`config.mk`:
```
export PLATFORM = sky130hd
export DESIGN_NAME = alu_sequencer
export DESIGN_NICKNAME = d
export VERILOG_FILES = /design/src/rtl/alu_seq_pkg.sv /design/src/rtl/alu_seq_pc.sv /design/src/rtl/alu_sequencer.sv
export SDC_FILE = /design/constraint.sdc
export NUM_CORES = 1
export LEC_CHECK = 0
export CORE_MARGIN = 10
export CORE_UTILIZATION = 25
export DETAILED_ROUTE_END_ITERATION = 12
export PLACE_DENSITY = 0.59
export SLEW_MARGIN = 20
export SYNTH_ARGS = -nofsm -noshare
export SYNTH_HDL_FRONTEND = slang
export SYNTH_HIERARCHICAL = 1
export SYNTH_SLANG_ARGS = --single-unit
```
`constraint.sdc`:
```
create_clock -name clk -period 4.82 [get_ports clk]
set_clock_uncertainty 0.2 [all_clocks]
set_input_delay 0.964 -clock clk [delete_from_list [all_inputs] [get_ports clk]]
set_output_delay 0.964 -clock clk [all_outputs]
set_load 0.01 [all_outputs]
```
`src/rtl/alu_seq_pkg.sv`:
```
// alu_seq_pkg: shared definitions for the 4-bit ALU sequencer.
//   - Opcode constants (upper nibble of an instruction byte).
//   - ALU command constants driven on alu_cmd.
//   - FSM state encoding, also exported on the sequencer's debug port.
//   - Decode helpers used by the sequencer's next-state logic.
// Optional feature macro: ALU_SEQ_CALL_EN (makes CALL a two-byte instruction).
package alu_seq_pkg;

    localparam logic [3:0] OP_LIT   = 4'h0;
    localparam logic [3:0] OP_ADDI  = 4'h1;
    localparam logic [3:0] OP_CMPI  = 4'h2;
    localparam logic [3:0] OP_NANDI = 4'h3;
    localparam logic [3:0] OP_JMP   = 4'h4;
    localparam logic [3:0] OP_JC    = 4'h5;
    localparam logic [3:0] OP_JNC   = 4'h6;
    localparam logic [3:0] OP_JZ    = 4'h7;
    localparam logic [3:0] OP_JNZ   = 4'h8;
    localparam logic [3:0] OP_CALL  = 4'h9;
    localparam logic [3:0] OP_RET   = 4'hA;
    localparam logic [3:0] OP_HALT  = 4'hF;

    localparam logic [2:0] CMD_PASS_A = 3'b000;
    localparam logic [2:0] CMD_CMP    = 3'b001;
    localparam logic [2:0] CMD_PASS_B = 3'b010;
    localparam logic [2:0] CMD_ADD    = 3'b011;
    localparam logic [2:0] CMD_NAND   = 3'b100;

    typedef enum logic [1:0] {
        S_FETCH = 2'd0,
        S_EXEC  = 2'd1,
        S_ADDR2 = 2'd2,
        S_HALT  = 2'd3
    } seq_state_t;

    // Instructions that carry a second (address low) byte.
    function automatic logic is_two_byte(input logic [3:0] op);
        logic r;
        r = (op >= OP_JMP) && (op <= OP_JNZ);
`ifdef ALU_SEQ_CALL_EN
        r = r || (op == OP_CALL);
`endif
        return r;
    endfunction

    // Branch decision for a two-byte instruction; unconditional forms are always taken.
    function automatic logic jump_taken(input logic [3:0] op, input logic c, input logic z);
        logic r;
        case (op)
            OP_JC:   r = c;
            OP_JNC:  r = !c;
            OP_JZ:   r = z;
            OP_JNZ:  r = !z;
            default: r = 1'b1;
        endcase
        return r;
    endfunction

endpackage

```
`src/rtl/alu_seq_pc.sv`:
```
// alu_seq_pc: program counter register for the ALU sequencer.
//   clk, rst   : clock and asynchronous active-high reset (pc -> 0)
//   inc        : pc <= pc + 1, wrapping from all-ones to zero
//   load       : pc <= load_val (takes priority over inc)
//   load_val   : value loaded when load is set
//   pc         : current program counter
// With neither inc nor load the register holds.
module alu_seq_pc #(
    parameter int PC_W = 12
) (
    input  logic            clk,
    input  logic            rst,
    input  logic            inc,
    input  logic            load,
    input  logic [PC_W-1:0] load_val,
    output logic [PC_W-1:0] pc
);

    always_ff @(posedge clk or posedge rst) begin
        if (rst) begin
            pc <= '0;
        end else if (load) begin
            pc <= load_val;
        end else if (inc) begin
            pc <= pc + PC_W'(1);
        end
    end

endmodule

```
`src/rtl/alu_sequencer.sv`:
```
// alu_sequencer: fetch/decode/execute controller for a 4-bit ALU.
// Reads byte instructions {op, imm} from an async-read ROM addressed by pc,
// issues ALU commands, writes results to the accumulator, keeps carry/zero
// flags and branches on them.
// Ports:
//   clk, reset   : clock (rising edge), asynchronous active-high reset
//   enable       : 1 advances the FSM, 0 freezes every register
//   prog_byte    : ROM data at address pc
//   pc           : program counter / ROM address
//   alu_cmd      : ALU command (valid in EXEC, 000 otherwise)
//   alu_a, alu_b : ALU operands (A is the accumulator, B the immediate)
//   alu_result, alu_carry, alu_zero : ALU outputs, sampled at the end of EXEC
//   accu         : accumulator
//   c_flag, z_flag : registered carry / zero flags
//   halted       : high while the FSM sits in HALT
//   state        : current FSM state (debug)
// Flow control: there is no handshake; enable is a global stall. When enable
// is low no register changes, so combinational outputs (alu_cmd, alu_b) keep
// their values.
// Optional feature macro: ALU_SEQ_CALL_EN adds a one-entry return register
// with CALL (opcode 9, two bytes) and RET (opcode A). Without it both are NOPs.
import alu_seq_pkg::*;

module alu_sequencer #(
    parameter int PC_W = 12
) (
    input  logic            clk,
    input  logic            reset,
    input  logic            enable,
    input  logic [7:0]      prog_byte,
    output logic [PC_W-1:0] pc,
    output logic [2:0]      alu_cmd,
    output logic [3:0]      alu_a,
    output logic [3:0]      alu_b,
    input  logic [3:0]      alu_result,
    input  logic            alu_carry,
    input  logic            alu_zero,
    output logic [3:0]      accu,
    output logic            c_flag,
    output logic            z_flag,
    output logic            halted,
    output seq_state_t      state
);

    seq_state_t      next_state;
    logic [7:0]      instr;
    logic [3:0]      op;
    logic [3:0]      imm;
    logic [3:0]      fetch_op;
    logic            pc_inc;
    logic            pc_load;
    logic [PC_W-1:0] pc_load_val;
    logic            accu_we;
    logic            flags_we;
`ifdef ALU_SEQ_CALL_EN
    logic [PC_W-1:0] ret_pc;
    logic            ret_we;
`endif

    assign op       = instr[7:4];
    assign imm      = instr[3:0];
    assign fetch_op = prog_byte[7:4];
    assign alu_a    = accu;
    assign halted   = (state == S_HALT);

    alu_seq_pc #(
        .PC_W(PC_W)
    ) u_pc (
        .clk      (clk),
        .rst      (reset),
        .inc      (pc_inc && enable),
        .load     (pc_load && enable),
        .load_val (pc_load_val),
        .pc       (pc)
    );

    always_ff @(posedge clk or posedge reset) begin
        if (reset) begin
            state <= S_FETCH;
        end else if (enable) begin
            state <= next_state;
        end
    end

    always_comb begin
        next_state  = state;
        pc_inc      = 1'b0;
        pc_load     = 1'b0;
        pc_load_val = pc;
        alu_cmd     = CMD_PASS_A;
        alu_b       = 4'h0;
        accu_we     = 1'b0;
        flags_we    = 1'b0;
`ifdef ALU_SEQ_CALL_EN
        ret_we      = 1'b0;
`endif
        case (state)
            S_FETCH: begin
                pc_inc = 1'b1;
                if (fetch_op == OP_HALT) begin
                    next_state = S_HALT;
                end else if (is_two_byte(fetch_op)) begin
                    next_state = S_ADDR2;
                end else begin
                    next_state = S_EXEC;
                end
            end
            S_EXEC: begin
                next_state = S_FETCH;
                case (op)
                    OP_LIT: begin
                        alu_cmd = CMD_PASS_B;
                        alu_b   = imm;
                        accu_we = 1'b1;
                    end
                    OP_ADDI: begin
                        alu_cmd  = CMD_ADD;
                        alu_b    = imm;
                        accu_we  = 1'b1;
                        flags_we = 1'b1;
                    end
                    OP_CMPI: begin
                        alu_cmd  = CMD_CMP;
                        alu_b    = imm;
                        flags_we = 1'b1;
                    end
                    OP_NANDI: begin
                        alu_cmd = CMD_NAND;
                        alu_b   = imm;
                        accu_we = 1'b1;
                    end
`ifdef ALU_SEQ_CALL_EN
                    OP_RET: begin
                        pc_load     = 1'b1;
                        pc_load_val = ret_pc;
                    end
`endif
                    default: begin
                    end
                endcase
            end
            S_ADDR2: begin
                // pc points at the second byte here; flags are the ones
                // registered before this instruction was fetched.
                next_state = S_FETCH;
`ifdef ALU_SEQ_CALL_EN
                ret_we = (op == OP_CALL);
`endif
                if (jump_taken(op, c_flag, z_flag)) begin
                    pc_load     = 1'b1;
                    pc_load_val = PC_W'({imm, prog_byte});
                end else begin
                    pc_inc = 1'b1;
                end
            end
            S_HALT: begin
            end
            default: begin
                next_state = S_FETCH;
            end
        endcase
    end

    always_ff @(posedge clk or posedge reset) begin
        if (reset) begin
            instr  <= 8'h00;
            accu   <= 4'h0;
            c_flag <= 1'b0;
            z_flag <= 1'b0;
        end else if (enable) begin
            if (state == S_FETCH) begin
                instr <= prog_byte;
            end
            if (accu_we) begin
                accu <= alu_result;
            end
            if (flags_we) begin
                c_flag <= alu_carry;
                z_flag <= alu_zero;
            end
        end
    end

`ifdef ALU_SEQ_CALL_EN
    // Return address is the byte after the CALL's second byte.
    always_ff @(posedge clk or posedge reset) begin
        if (reset) begin
            ret_pc <= '0;
        end else if (enable && ret_we) begin
            ret_pc <= pc + PC_W'(1);
        end
    end
`endif

endmodule

```
==> qor_table.md <==
| Item | This run |
|:---|:---|
| Number of clock sinks | 28 |
| Bufs on Longest Clock Path | 2 |
| Remaining number of nets flagged by the antenna check after routing | 0 |
| Simple-gate area share of the yosys netlist | 20.8% |
| Number of pins with negative max-slew slack in the final report | 0 |
| Multi-input combinational cell area | 992 um2 |
| Worst IR drop on VDD | 191 uV |
| Width of the die | 104 um |
| Initial core utilization | 25.9% |
| Final hold violation count | 0 |
| Crit path required time | 3.66 ns |
| Clock latency on the worst-skew pair | 0.28 ns |
| Placement Cell Area | 0.00234 mm2 |
| Total number of vias | 1425 |
| Count of routing violations after the opening detailed-route iteration | 40 |
| Clock slew at the register clock pins of the worst setup and hold paths | 0.10 ns |
| Core box area | 0.00687 mm2 |
| Min Clock Period, post-route | 3.69 ns |
| Xor and xnor fraction of the mapped netlist area | 2.46% |
| Number of placement rows | 30 |
| Compound-cell area share of the yosys netlist | 9.28% |
| Synthesis-stage register bit count | 28 |
| Element type at the critical path end | output pin |
| Multiplexer share of the synthesized area | 19.7% |
| Area share of the largest cell type after synthesis | 39.4% |
| Hold buffers post-CTS | 0 |
| Power per unit of standard cell area | 546 mW/mm2 |
| Number of buffers inserted during clock tree synthesis | 3 |
| RSZ-0062 raised after global routing | no |
| Number of enable flip-flop cells after synthesis | 0 |
| Result of the run | finished clean |
| Total routing resource utilization after global routing | 8.33% |
| Worst-path maximum fanout | 9 |
| GRT Residual Overflow | 0 |
| Post-synthesis average cell area | 10.7 um2 |
| Maximum clock frequency | 271 MHz |
| First-pass GRT wire length | 7510 um |
| Hold-critical path depth | 1 |
| Share of final-layout standard cells stronger than drive strength 1 | 17.5% |
| Floorplan die area | 0.0109 mm2 |
| Netlist cell types | 40 |
| Synth Warn # | 6 |
| Number of nets in the synthesized netlist | 188 |
| Top area cells in the synthesized netlist | sky130_fd_sc_hd__dfrtp_1, sky130_fd_sc_hd__mux2_2, sky130_fd_sc_hd__mux2_4, sky130_fd_sc_hd__nand2_1, sky130_fd_sc_hd__ha_1 |
| Largest family of logic cells by synthesized area | simple AND/OR/NAND/NOR gates |
| Mapped Cells | 166 |
| Post-synthesis to final-layout area growth | 33.8% |
| Number of global-route vias before repair | 1464 |
| H-tree depth reported by CTS | 1 |
| Share of async-settable or async-resettable flops after synthesis | 100% |
| Largest net degree at the start of global routing | 17 |
| Cell area after layout | 0.00238 mm2 |
| Data arrival time of the worst path | 2.53 ns |
| Antenna violations before repair | 0 |
| Filler Cells Inserted | 693 |
| Port bufs | 48 |
| Number of setup buffers added after CTS | 0 |
| Worst slew slack as a fraction of its limit | 35.6% |
| Tcrit/Tclk final | 76.6% |
| Routability congestion estimate | 0.770 |
| Detail-routed net length per standard cell | 14.7 um |
| Sum Neg Setup Slack | 0 ns |
| Clock tree from TritonCTS | done |
| Synth area leader | sky130_fd_sc_hd__dfrtp_1 |
| Sequential-to-total area share from yosys stat | 39.4% |
| Final standard cell count with taps included and fillers excluded | 307 |
| Post-layout net count | 235 |
| N_diodes | 0 |
| Arithmetic-cell share of the synthesized area counting full adders, half adders and majority gates | 3.52% |
| Total DRC errors in the routed layout | 0 |
| Final setup fails | 0 |
| Post_cts resized | 0 |
| Seq. cell area | 701 um2 |
| Leakage | 0.000958 uW |
| Die Y-Extent | 104 um |
| Crit path launch type | flop |
| Most common flop cell mapped by yosys | sky130_fd_sc_hd__dfrtp_1 |
| Slew at the pin closest to its max-slew limit | 0.964 ns |
| Wire length after detailed routing | 4520 um |
| Netlist area before placement | 0.00178 mm2 |
| Count of cells along the worst register-to-register path | 7 |
| Master cell of the clock root buffer | sky130_fd_sc_hd__clkbuf_8 |
| Hpwl dp | 3580 um |
| Detailed-routing iteration count for the pre-antenna-repair pass | 4 |
| Number of placed instances with taps included | 304 |
| CP Class | flop to output pin |
| Type of the worst min-delay path | flop to flop |
| MaxCap Viol Count | 0 |
| I/O pins | 49 |
| Post-detailed-route via-to-cell ratio | 4.64 |
where the power goes:
group / switching (uW) / leakage (uW) / internal, uW / total, uW
combinational: 275 / 0.000601 / 410 / 685
clock: 71.4 / 0.0000216 / 56.2 / 128
sequential: 147 / 0.000336 / 340 / 487
registers in the layout, summed over array words and instances (netlist names):
register and count:
accu 4, c_flag 1, z_flag 1, u_pc/pc 12, instr 8, state 2
layout by cell type, fill, tap and decap left out, types with 4 or more instances in the layout:
master,count
sky130_fd_sc_hd__mux2_4,10
sky130_fd_sc_hd__and2_1,6
sky130_fd_sc_hd__or4_1,5
sky130_fd_sc_hd__clkdlybuf4s50_1,48
sky130_fd_sc_hd__dfrtp_1,28
sky130_fd_sc_hd__inv_1,8
sky130_fd_sc_hd__nand3_1,10
sky130_fd_sc_hd__nor2b_1,4
sky130_fd_sc_hd__xor2_1,4
sky130_fd_sc_hd__nand2_1,18
sky130_fd_sc_hd__mux2_2,16
sky130_fd_sc_hd__ha_1,5
sky130_fd_sc_hd__o21ai_0,8
path summary, 6_finish.rpt:
check                          from          end  slack (ns)
hold / removal              accu[0]      accu[0]        0.35
min in group asynchronous     reset   u_pc/pc[4]        0.82
max in group asynchronous     reset      accu[3]        3.10
setup reg to reg           instr[5]  u_pc/pc[11]        2.16
setup / recovery           state[1]   alu_cmd[2]        1.13
hold reg to reg             accu[0]      accu[0]        0.35
kinds of logic after synthesis:
| logic type | count (synthesis) |
|---|---|
| adder cells (fa/ha/maj) | 5 |
| AO/OA/AOI/OAI | 23 |
| buffers and inverters | 16 |
| AND/OR/NAND/NOR | 61 |
| XOR/XNOR | 5 |
| multiplexers | 28 |
| flip-flops | 28 |
through the flow:
stage                     setup slack, ns  power, uW  hold WS, ns  util (%)
after floorplan                      2.29        902        0.290         -
after global placement               1.40       1180        0.322      34.0
after detailed placement             1.34       1190        0.326      34.0
after CTS                            1.02       1320        0.350      34.6
after global routing                0.947       1410        0.366      34.6
final                                1.13       1300        0.349      34.6
routing by layer:
metal,wire [um],part of all wire [%],global-route usage (%),up-vias
met5,0,0,0,-
met4,43,0.95,2.49,0
met2,2210,49,13.3,37
met1,1930,43,9.88,692
met3,333,7.4,3.47,2
li1,-,-,-,694
synth_stat cells (2+ instances only):
| master | n |
|---|---|
| sky130_fd_sc_hd__clkbuf_1 | 2 |
| sky130_fd_sc_hd__o211ai_1 | 3 |
| sky130_fd_sc_hd__mux2_4 | 10 |
| sky130_fd_sc_hd__xor2_1 | 4 |
| sky130_fd_sc_hd__o31ai_1 | 3 |
| sky130_fd_sc_hd__nor2_1 | 3 |
| sky130_fd_sc_hd__dfrtp_1 | 28 |
| sky130_fd_sc_hd__and2_1 | 6 |
| sky130_fd_sc_hd__o21ai_0 | 8 |
| sky130_fd_sc_hd__nand2_1 | 18 |
| sky130_fd_sc_hd__ha_1 | 5 |
| sky130_fd_sc_hd__nor2b_1 | 4 |
| sky130_fd_sc_hd__mux2_2 | 16 |
| sky130_fd_sc_hd__nand4_4 | 2 |
| sky130_fd_sc_hd__inv_1 | 8 |
| sky130_fd_sc_hd__mux2i_1 | 2 |
| sky130_fd_sc_hd__a21oi_1 | 2 |
| sky130_fd_sc_hd__or4_1 | 5 |
| sky130_fd_sc_hd__buf_4 | 5 |
| sky130_fd_sc_hd__a31oi_1 | 2 |
| sky130_fd_sc_hd__nand3_1 | 10 |
| sky130_fd_sc_hd__and3_1 | 2 |
worst max-delay path: stages (launching register included):
cell and delay [ns]:
sky130_fd_sc_hd__dfrtp_1 0.45, sky130_fd_sc_hd__inv_1 0.10, sky130_fd_sc_hd__ha_1 0.13, sky130_fd_sc_hd__nor3b_1 0.78
sky130_fd_sc_hd__and3_1 0.25, sky130_fd_sc_hd__clkdlybuf4s50_1 0.53
final cells by class:
type | count | area share [%]
Sequential cell | 28 | 29.4
Inverter | 8 | 1.26
Multi-Input combinational cell | 122 | 41.7
Timing Repair Buffer | 50 | 20.8
Tap cell | 96 | 5.05
Clock buffer | 3 | 1.74
(Power assumes the default switching activity.)
